File: config.mk
export PLATFORM = sky130hd
export DESIGN_NAME = dff_en_pipe
export DESIGN_NICKNAME = d
export VERILOG_FILES = /design/src/rtl/dff_en_pipe.sv
export SDC_FILE = /design/constraint.sdc
export NUM_CORES = 1
export LEC_CHECK = 0
export ABC_AREA = 1
export CAP_MARGIN = 20
export CORE_ASPECT_RATIO = 0.8
export CORE_MARGIN = 2
export CORE_UTILIZATION = 47
export DETAILED_ROUTE_END_ITERATION = 8
export PLACE_DENSITY = 0.75
export SYNTH_ARGS = -nofsm -noshare
export SYNTH_HDL_FRONTEND = slang
export SYNTH_SLANG_ARGS = --single-unit
File: constraint.sdc
create_clock -name clk -period 1.7 [get_ports clk]
set_input_delay 0.34 -clock clk [delete_from_list [all_inputs] [get_ports clk]]
set_output_delay 0.34 -clock clk [all_outputs]
set_load 0.005 [all_outputs]
File: src/rtl/dff_en_pipe.sv
// Enable-gated register pipeline of DEPTH stages, each stage carrying WIDTH data bits
// and a valid bit, with synchronous flush and live occupancy reporting.
module dff_en_pipe #(
    parameter int WIDTH        = 8,
    parameter int DEPTH        = 4,
    parameter bit ZERO_INVALID = 1'b1,
    localparam int OCC_W       = $clog2(DEPTH + 1)
) (
    input  logic             clk,
    input  logic             rst,
    input  logic             en,
    input  logic             flush,
    input  logic [WIDTH-1:0] d,
    input  logic             d_valid,
    output logic [WIDTH-1:0] q,
    output logic             q_valid,
    output logic [OCC_W-1:0] occupancy,
    output logic             active
);

    logic [WIDTH-1:0] data_q [DEPTH];
    logic [WIDTH-1:0] data_d [DEPTH];
    logic [DEPTH-1:0] vld_q;
    logic [DEPTH-1:0] vld_d;
    logic [OCC_W-1:0] occ_s;

    // Next-state: flush beats enable; enable shifts one stage toward the output.
    always_comb begin
        data_d = data_q;
        vld_d  = vld_q;
        if (flush) begin
            vld_d = '0;
            if (ZERO_INVALID) begin
                for (int i = 0; i < DEPTH; i++) begin
                    data_d[i] = '0;
                end
            end else begin
                data_d = data_q;
            end
        end else if (en) begin
            vld_d[0]  = d_valid;
            data_d[0] = (ZERO_INVALID && !d_valid) ? '0 : d;
            for (int i = 1; i < DEPTH; i++) begin
                vld_d[i]  = vld_q[i-1];
                data_d[i] = data_q[i-1];
            end
        end else begin
            data_d = data_q;
            vld_d  = vld_q;
        end
    end

    // Stage registers with asynchronous clear.
    always_ff @(posedge clk or posedge rst) begin
        if (rst) begin
            for (int i = 0; i < DEPTH; i++) begin
                data_q[i] <= '0;
            end
            vld_q <= '0;
        end else begin
            for (int i = 0; i < DEPTH; i++) begin
                data_q[i] <= data_d[i];
            end
            vld_q <= vld_d;
        end
    end

    // Popcount of the valid bits; no register so it tracks vld in the same cycle.
    always_comb begin
        occ_s = '0;
        for (int i = 0; i < DEPTH; i++) begin
            occ_s = occ_s + OCC_W'(vld_q[i]);
        end
    end

    assign q         = data_q[DEPTH-1];
    assign q_valid   = vld_q[DEPTH-1];
    assign occupancy = occ_s;
    assign active    = |vld_q;

endmodule

## Yosys cells after proc, flatten, opt, wreduce, memory -nomap -nowiden

Index checks and enable logic that the tools add are counted.

| word-level totals | value |
|---|---|
| bits in registers | 36 |
| bits of input ports | 13 |
| output and inout port bits | 13 |
| logic and storage cells | 15 |

| operators by class | value |
|---|---|
| add/sub/neg operators | 3 |
| multiplexer cells | 5 |
| reductions and logical operators | 2 |

Operators with widths:

| cell | number |
|---|---|
| $mux 32 | 2 |
| $mux 4 | 2 |
| $mux 8 | 1 |
| $reduce_or 4->1 | 1 |
| $add 2x1->3 | 1 |
| $add 3x1->3 | 1 |
| $add 1x1->2 | 1 |
| $reduce_bool 2->1 | 1 |

## Longest topological paths before layout

Gate-level depths: netlist of the first run.

| logic depth | value |
|---|---|
| depth after elaboration | 3 |
| depth in mapped cells | 5 |
| mapped depth without buffers | 5 |

## Worst setup path before layout of the first run

OpenSTA, ideal clock, no wires.

| path | value |
|---|---|
| kind | register to output |
| start point | reg vld_q[3] |
| end point | out occupancy[1] |
| arrival time | 1,428 ps |
| slack | -68 ps |
| stages on the path, launching flop included | 6 |
| buffers on the path | 0 |
| path through | dfrtp_1 inv_1 fa_1 inv_1 ha_1 ha_1 |

| on the way | value |
|---|---|
| cells in the longest elaborated chain, start to end | 1 |

RTL lines:

| what | line | text |
|---|---|---|
| from (decl) | 23 | `logic [DEPTH-1:0] vld_q;` |
| from (signal assigned) | 64 | `vld_q <= vld_d;` |
| $add 3x1->3 | 72 | `occ_s = occ_s + OCC_W'(vld_q[i]);` |
| to (decl) | 17 | `output logic [OCC_W-1:0] occupancy,` |

Every way passes these cells.

## Worst setup path after layout of the first run

| path | value |
|---|---|
| start point | reg vld_q[1] |
| end point | out occupancy[1] |

| on the way | value |
|---|---|
| cells in the longest elaborated chain, start to end | 3 |

RTL lines:

| what | line |
|---|---|
| $add 1x1->2 | 72 |
| $add 2x1->3 | 72 |
| $add 3x1->3 | 72 |

Every way passes these cells.

==> metrics, run 1 <==
share of the core filled with cells a little over 60%; Final min period ~2100 ps; Iteration-0 DRC Markers 89; Core Region 3150 um2; fmax approximately 0.47 GHz; WP data required between 1000 and 1500 ps; net load switching power 0.000356 W; Yosys reg bits 36; fin area about 1900 um2; Critical Path, Cell by Cell inv_2 -> fa_1 -> inv_2 -> ha_4 -> ha_4 -> buf_6; Final Cycle Share 124%; Gate power share ~8.1%; CP max stage delay about 540 ps; Clk pin slew, worst setup/hold paths 70 ps; FF-to-FF setup slack 920 ps; Yosys top cell area share 56.8%; Chip Width 68.9 um; fin nets 213; Leak 1.03 nW; row cnt 18; maximum vdd drop ~0.54 mV; largest net degree at the start of global routing 37; outcome finished, violations left; Placer Congestion 0.834; Initial Util 50.3%; FF-to-FF End vld_q[3]$_DFFE_PP0P_; Via density 4.76; Max H-tree Level 2; Worst EP arrival around 1800 ps; final setup violation count 3; Placed Area 1810 um2; Synth-to-Final Area Change 20.9%; sequential area share after synthesis between 50% and 60%; largest area contributor in the netlist dfrtp_1; Area contributors post-synth dfrtp_1 57%, nand2_1 22%, buf_4 4.3%, buf_6 3.6%, nand4_1 3.2%; Syn Inst Count 173; Slew @ Worst Pin between 500 and 600 ps; Top FF cell, synth dfrtp_1; Global Route Usage Sum between 15 and 20%; # fillers between 200 and 300; unrepaired setup endpoints after global routing true; Post-Route Skew approximately 6 ps; HPWL Detailed around 1800 um; first-pass GRT wire length just under 5000 um; Final Max Tran Viols 0; Setup crit start kind register; number of max-cap violations 0; slowest library cell on the worst path fa_1; TNS Setup -994 ps; Crit Path Category register to output port; r2r worst-path depth 3; Synth Cell Area roughly 1600 um2; failing checks negative setup slack; synth cell count leaders 92 x nand2_1, 36 x dfrtp_1, 9 x buf_4; clock buffer depth 2; die area between 3000 and 4000 um2; DR vias 1129; post-route ant nets 0; drt pass-1 iters 4; Ant. Diodes 0; Sw Share between 20% and 30%; worst-path fanout max 2; sequential power share a little over half; FFs w/ async S/R, synth between 90% and 100%; Int Power between 0.001 and 0.0015 W; Fin. Hold Viols 0; CTS tree built; synth warn 0; FF-to-FF Start vld_q[3]$_DFFE_PP0P_; EDFF count, synth 0; syn_nets between 150 and 200; Sink Count 36; CP Capture Type output port; io pins 26; initial antenna violation count 0; worst hold path type input pin to async pin; I/O Buffers 25; PD cells roughly 840 nW/um2; Worst-Skew Late Latency a little under 300 ps; count of cell types in the netlist 15; DRC errors left 0; clock power share between 30% and 40%; Avg WL per Cell approximately 11 um; clock buffer count from CTS 5; layout cells sized above 1 between 10 and 15%; Die H between 50 and 60 um; CTS Root Cell clkbuf_8; vias in the first global route ~1100; Total Wirelength between 2000 and 3000 um; mean post-synth cell area about 9.2 um2; GRT Residual Overflow 0; Worst Slack Setup Final -410 ps; Rel. slew slack 61.6%; top-count cell post-synth nand2_1
-- cells by family (layout without fill, tap and decap cells) --
group	after synthesis	in the layout	share of synthesized area [%]
buffers and inverters	24	48	10.2
AOI/OAI and AO/OA	3	3	0.947
and+or+nand+nor	106	106	28.4
adders and majority gates	4	4	3.63
DFF	36	36	56.8
-- metrics by stage --
step / total power (W) / std cells / hold WS (ps) / setup slack, ps
final: 0.00162 / 237 / 459 / -410
after floorplan: 0.000976 / 173 / 442 / -6.85
after detailed placement: 0.00103 / 228 / 460 / -511
after global routing: 0.00171 / 237 / 501 / -483
after CTS: 0.00164 / 237 / 469 / -425
after global placement: 0.00102 / 228 / 453 / -486
-- sequential cells by signal (all words and copies together), names as in the netlist --
name    cells
data_q     24
vld_q       4
q           8
-- placed cells by master, fill, tap and decap left out, types with 3 or more instances in the layout --
cell type        synthesis  layout
nand2_1                 92      92
buf_6                    5       3
buf_4                    9       6
clkbuf_8                 0       6
nand4_1                  8       8
inv_2                    1       5
inv_1                    8       4
dfrtp_1                 36      36
nand2_2                  3       3
clkdlybuf4s50_1          0      21
o21ai_0                  3       3
-- power by group through the flow --
stage / sequential (W) / clock [W] / combinational, W
2_1_floorplan: 0.000895 / 0 / 0.0000809
3_3_place_gp: 0.000897 / 0 / 0.000126
3_5_place_dp: 0.000897 / 0 / 0.000131
4_1_cts: 0.000882 / 0.000620 / 0.000134
5_1_grt: 0.000883 / 0.000678 / 0.000150
6_report: 0.000882 / 0.000602 / 0.000131
-- worst max-delay path: cells and delay by family, from the launching register on --
family | cells | cell delay [ps]
buffers and inverters | 3 | 200
DFF | 1 | 360
adders and majority gates | 3 | 920
-- per-layer routing --
metal  routed length (um)  GRT usage (%)
met2                 1250           26.1
met1                 1270           23.4
met3                  143           7.29
met4                   36           4.20
met5                    0              0
-- layout make-up --
class | count | area, um2 | share of cell area (%)
Tap cell | 40 | 50.0 | 2.61
Clock buffer | 8 | 90.1 | 4.70
Timing Repair Buffer | 31 | 294 | 15.3
Inverter | 9 | 33.8 | 1.76
Multi-Input combinational cell | 113 | 548 | 28.6
Sequential cell | 36 | 901 | 47.0
-- worst max path at each step --
stage | start | to | slack [ps] | cells after the start
floorplan | vld_q[1]$_DFFE_PP0P_ | occupancy[1] | -7 | 5
global placement | vld_q[1]$_DFFE_PP0P_ | occupancy[1] | -490 | 6
detailed placement | vld_q[1]$_DFFE_PP0P_ | occupancy[1] | -510 | 6
CTS | vld_q[3]$_DFFE_PP0P_ | occupancy[1] | -430 | 6
global route | vld_q[1]$_DFFE_PP0P_ | occupancy[1] | -480 | 6
finish | vld_q[1]$_DFFE_PP0P_ | occupancy[1] | -410 | 6
-- what timing repair did --
item	in CTS	in global routing
pin swaps	2	2
gates resized for setup	19	2
hold buffers	0	0
setup buffers	1	0
setup endpoints to repair	4	4
Note: power is estimated with default switching activity, not from simulation.
==> run 2, diff against run 1 <==
CELL_PAD_IN_SITES_DETAIL_PLACEMENT = 0   (was default)
CELL_PAD_IN_SITES_GLOBAL_PLACEMENT = 2   (was default)
CORE_UTILIZATION = 29   (was 47)
PLACE_DENSITY = default   (was 0.75)
PLACE_DENSITY_LB_ADDON = 0.1   (was default)
==> run 2 against run 1 <==
- critical endpoint unchanged
- critical path depth unchanged
- sequential cell count did not move
- via count is 2.0% lower
- global-route usage shrank 6.0 points
- worst hold slack got worse by 61 ps
- worst setup slack got worse by 10 ps
- the run still ends with negative setup slack left
- largest power group unchanged
- sequential share of layout area fell by 1.3 points
- cell count grew 11%
==> metrics, run 2 (synthesis gave the netlist of run 1 again) <==
Placed Cells 253; outcome finished, violations left; Crit Path Category register to output port; Via density between 4 and 5; Chip Width 86.7 um; share of the core filled with cells between 30% and 40%; I/O Buffers 25; final setup violation count 3; initial antenna violation count 0; Reg with most FFs data_q; DR vias 1106; layout cells sized above 1 14.1%; drt pass-1 iters 4; Die H about 70 um; failing checks negative setup slack; Worst Slack Setup Final -420 ps; io pins 26; Leak around 1.0 nW; CTS Root Cell clkbuf_8; Placer Congestion ~0.67; Total Wirelength roughly 3100 um; clock buffer count from CTS 5; largest net degree at the start of global routing 37; HPWL Detailed between 1500 and 2000 um; number of max-cap violations 0; Max H-tree Level 2; Iteration-0 DRC Markers a little under 70; Slew @ Worst Pin approximately 640 ps; Post-Route Skew 2.78 ps; row cnt 24; Worst-Skew Late Latency approximately 280 ps; register area 901 um2; clock buffer depth 2; worst hold path type input pin to async pin; vias in the first global route about 1100; CTS tree built; Synth-to-Final Area Change 24.4%; Sink Count 36; Ant. Diodes 0; Clk pin slew, worst setup/hold paths around 70 ps; first-pass GRT wire length 5400 um; r2r worst-path depth 4; Final min period roughly 2100 ps; Initial Util between 20% and 30%; WP data required about 1400 ps; Design Power approximately 0.0016 W; Setup crit start kind register; hold-fix buffer count after cts 0; # fillers about 570; WHS ~400 ps; Avg WL per Cell roughly 12 um; maximum vdd drop approximately 0.29 mV; CP Capture Type output port; post-route ant nets 0; fmax around 0.47 GHz; fin cells 263; Post-Place Worst Slack -532 ps; commonest non-fill, non-tap cell in the layout nand2_1; worst-path fanout max 2; PD cells 832 nW/um2; Fin. Hold Viols 0; Core Region about 5400 um2; DRC errors left 0; GRT Residual Overflow 0; Final Cycle Share 125%; Multi-input gate area between 500 and 600 um2; Rel. slew slack 57.5%; fin nets around 210; Global Route Usage Sum between 10% and 20%; die area slightly above 6000 um2; Worst EP arrival 1780 ps; Largest register FFs 24; unrepaired setup endpoints after global routing true; Final Max Tran Viols 0; commonest cells after routing, fill and taps aside 92 x nand2_1, 36 x dfrtp_1, 20 x clkdlybuf4s50_1, 8 x nand4_1
[run 2: critical path: stages (launching register included)]
cell and delay, ps:
dfrtp_1 360, inv_2 50, fa_1 550, inv_2 50, ha_4 150, ha_4 250
buf_6 80
[run 2: repair_timing]
action / 4_1_cts / 5_1_grt
buffers inserted: 2 / 0
pin swaps: 2 / 0
endpoints found under the setup margin: 4 / 4
resized for setup: 20 / 1
[run 2: final timing paths]
| kind | from | to | slack, ps |
|---|---|---|---|
| setup / recovery | vld_q[1]$_DFFE_PP0P_ | occupancy[1] | -420 |
| hold / removal | rst | q[0]$_DFFE_PP0P_ | 400 |
| setup reg to reg | vld_q[3]$_DFFE_PP0P_ | vld_q[3]$_DFFE_PP0P_ | 800 |
| hold reg to reg | data_q[19]$_DFFE_PP0P_ | data_q[11]$_DFFE_PP0P_ | 470 |
| max in group asynchronous | rst | data_q[21]$_DFFE_PP0P_ | 1110 |
| min in group clk | data_q[19]$_DFFE_PP0P_ | data_q[11]$_DFFE_PP0P_ | 470 |
[run 2: area by class of cell]
cell class / count / area share, %
clock buffer: 8 / 4.57
tap: 65 / 4.12
timing repair buffer: 32 / 16.1
sequential: 36 / 45.7
multi-input combinational: 113 / 27.8
inverter: 9 / 1.71
[run 2: stage by stage]
stage               cell area [um2]  setup TNS [ps]
global placement               1850           -1260
detailed placement             1850           -1400
global route                   1970           -1220
floorplan                      1600           -6.85
CTS                            1970           -1090
finish                         1970           -1020
[run 2: power by group]
part | switching (W) | leakage, nW | total (W) | internal [W]
logic | 0.0000795 | 0.505 | 0.000142 | 0.0000629
registers | 0.00000916 | 0.498 | 0.000881 | 0.000872
clock network | 0.000286 | 0.0455 | 0.000617 | 0.000330
[run 2: metal layers]
layer	global-route usage (%)	part of all wire (%)	up-vias
met5	0	0	-
met4	6.08	1.6	0
met3	3.90	4.3	7
met2	15.5	42	25
met1	15.9	53	505
li1	-	-	569
==> run 3, diff against run 2 <==
--- a/config.mk
+++ b/config.mk
@@ -15,4 +15,5 @@
 export DETAILED_ROUTE_END_ITERATION = 8
 export PLACE_DENSITY_LB_ADDON = 0.1
+export SLEW_MARGIN = 20
 export SYNTH_ARGS = -nofsm -noshare
 export SYNTH_HDL_FRONTEND = slang
==> constraint.sdc (replaced) <==
create_clock -name clk -period 1.7 [get_ports clk]
set_input_delay 0.34 -clock clk [delete_from_list [all_inputs] [get_ports clk]]
set_output_delay 0.34 -clock clk [all_outputs]
set_load 0.05 [all_outputs]
==> run 3 against run 2 <==
- the run still ends with negative setup slack left
- critical path depth did not move
- count of clock-buffer cells in the layout did not move
- first-iteration DRC count fell by 20%
- register-to-register slack improved by 110 ps
- core utilization rose by 0.16 points
- non-clock buffer count fell by 1
- clock skew rose by 2.3 ps
- die area did not move
- global-route usage fell by 0.21 points
- critical path type unchanged
==> metrics, run 3 (synthesis gave the netlist of run 1 again) <==
layout cells sized above 1 between 10% and 20%; final setup violation count 3; Worst Slack Setup Final -491 ps; CTS tree built; clock buffer count from CTS 5; maximum vdd drop approximately 0.28 mV; Clk pin slew, worst setup/hold paths 70 ps; I/O Buffers 25; worst hold path type input pin to async pin; Placer Congestion just under 0.7; initial antenna violation count 0; outcome finished, violations left; Total Wirelength between 3000 and 4000 um; GRT Residual Overflow 0; worst-path fanout max 3; CTS Root Cell clkbuf_8; Synth-to-Final Area Change 24.9%; largest net degree at the start of global routing 37; post-route ant nets 0; FF-to-FF setup slack a little over 900 ps; Global Route Usage Sum approximately 11%; Max H-tree Level 2; die area 6080 um2; DRC errors left 0; fmax roughly 0.46 GHz; Final min period approximately 2200 ps; Worst-Skew Late Latency between 200 and 300 ps; Final Cycle Share 129%; DR vias roughly 1100; vias in the first global route about 1100; drt pass-1 iters 4; Sink Count 36; met2 Usage GRT 15.8%; WP data required between 1000 and 1500 ps; HPWL Detailed about 1900 um; Fin. Hold Viols 0; PD cells between 800 and 900 nW/um2; Via density ~4.2; TNS Setup -1230 ps; Die H approximately 70 um; Iteration-0 DRC Markers between 50 and 60; WHS just under 400 ps; io pins 26; Crit Path Category register to output port; unrepaired setup endpoints after global routing true; r2r worst-path depth 3; Ant. Diodes 0; commonest non-fill, non-tap cell in the layout nand2_1; number of max-cap violations 0; Initial Util 29.5%; row cnt 24; Placed Cells around 250; first-pass GRT wire length approximately 5200 um; Worst EP arrival between 1500 and 2000 ps; clock buffer depth 2; Avg WL per Cell between 10 and 15 um; Core Region 5380 um2; Final Max Tran Viols 0; fin cells around 260; Leak 1.06 nW; Reg with most FFs data_q; # fillers roughly 560; Setup crit start kind register; Largest register FFs 24; fin nets 213; GRT busiest layer met2; Post-Route Skew roughly 5.1 ps; CP Capture Type output port; Rel. slew slack 59.3%; GR Util met1 15.2%; Chip Width 86.7 um; hold-fix buffer count after cts 0; met3 Use GR 4.14%; Slew @ Worst Pin between 600 and 700 ps; failing checks negative setup slack; commonest cells after routing, fill and taps aside 92 x nand2_1, 35 x dfrtp_1, 14 x buf_4, 12 x clkdlybuf4s50_1, 8 x nand4_1
[run 3: cell count changes in the layout (fill, tap and decap cells not counted), sizes merged]
cell / delta
buf: +9
clkdlybuf4s50: -8
dlygate4sd2: -1
clkdlybuf4s15: -1
[run 3: final timing paths]
path	end	from
setup reg to reg	vld_q[3]$_DFFE_PP0P_	vld_q[3]$_DFFE_PP0P_
max in group asynchronous	vld_q[3]$_DFFE_PP0P_	rst
hold / removal	data_q[8]$_DFFE_PP0P_	rst
min in group clk	q[3]$_DFFE_PP0P_	data_q[11]$_DFFE_PP0P_
hold reg to reg	q[3]$_DFFE_PP0P_	data_q[11]$_DFFE_PP0P_
setup / recovery	occupancy[1]	vld_q[0]$_DFFE_PP0P_
[run 3: power by group]
group,switching (W),total [W],internal [W],leakage (nW)
registers,0.00000937,0.000882,0.000872,0.497
clock network,0.000290,0.000621,0.000330,0.0455
logic,0.000103,0.000178,0.0000746,0.523
[run 3: cell type report]
class | instances | area (um2) | area share, %
sequential | 36 | 902 | 45.5
timing repair buffer | 31 | 325 | 16.4
clock buffer | 8 | 90.1 | 4.55
tap | 65 | 81.3 | 4.11
inverter | 9 | 33.8 | 1.71
multi-input combinational | 113 | 548 | 27.7
[run 3: stage by stage]
step           utilization, %  area (um2)  worst slack (ps)  power (W)
2_1_floorplan               -        1610              -245    0.00101
3_3_place_gp             35.0        1880              -151    0.00107
3_5_place_dp             35.0        1880              -189    0.00108
6_report                 36.8        1980              -491    0.00168
5_1_grt                  36.8        1980              -559    0.00175
4_1_cts                  36.8        1980              -495    0.00171
[run 3: repair_timing]
item,4_1_cts,5_1_grt
gates resized for setup,0,2
pin swaps,2,2
endpoints found under the setup margin,3,4
setup buffers,1,0
[run 3: worst max-delay path: stages (launching register included)]
cell and delay [ps]:
dfrtp_1 360, inv_2 60, fa_1 560, inv_2 50, ha_4 150, ha_4 260
buf_12 130
[run 3: per-layer routing]
metal	part of all wire, %	wire [um]
met1	52	1560
met2	42	1260
met3	4.5	136
met4	1.6	49
met5	0	0
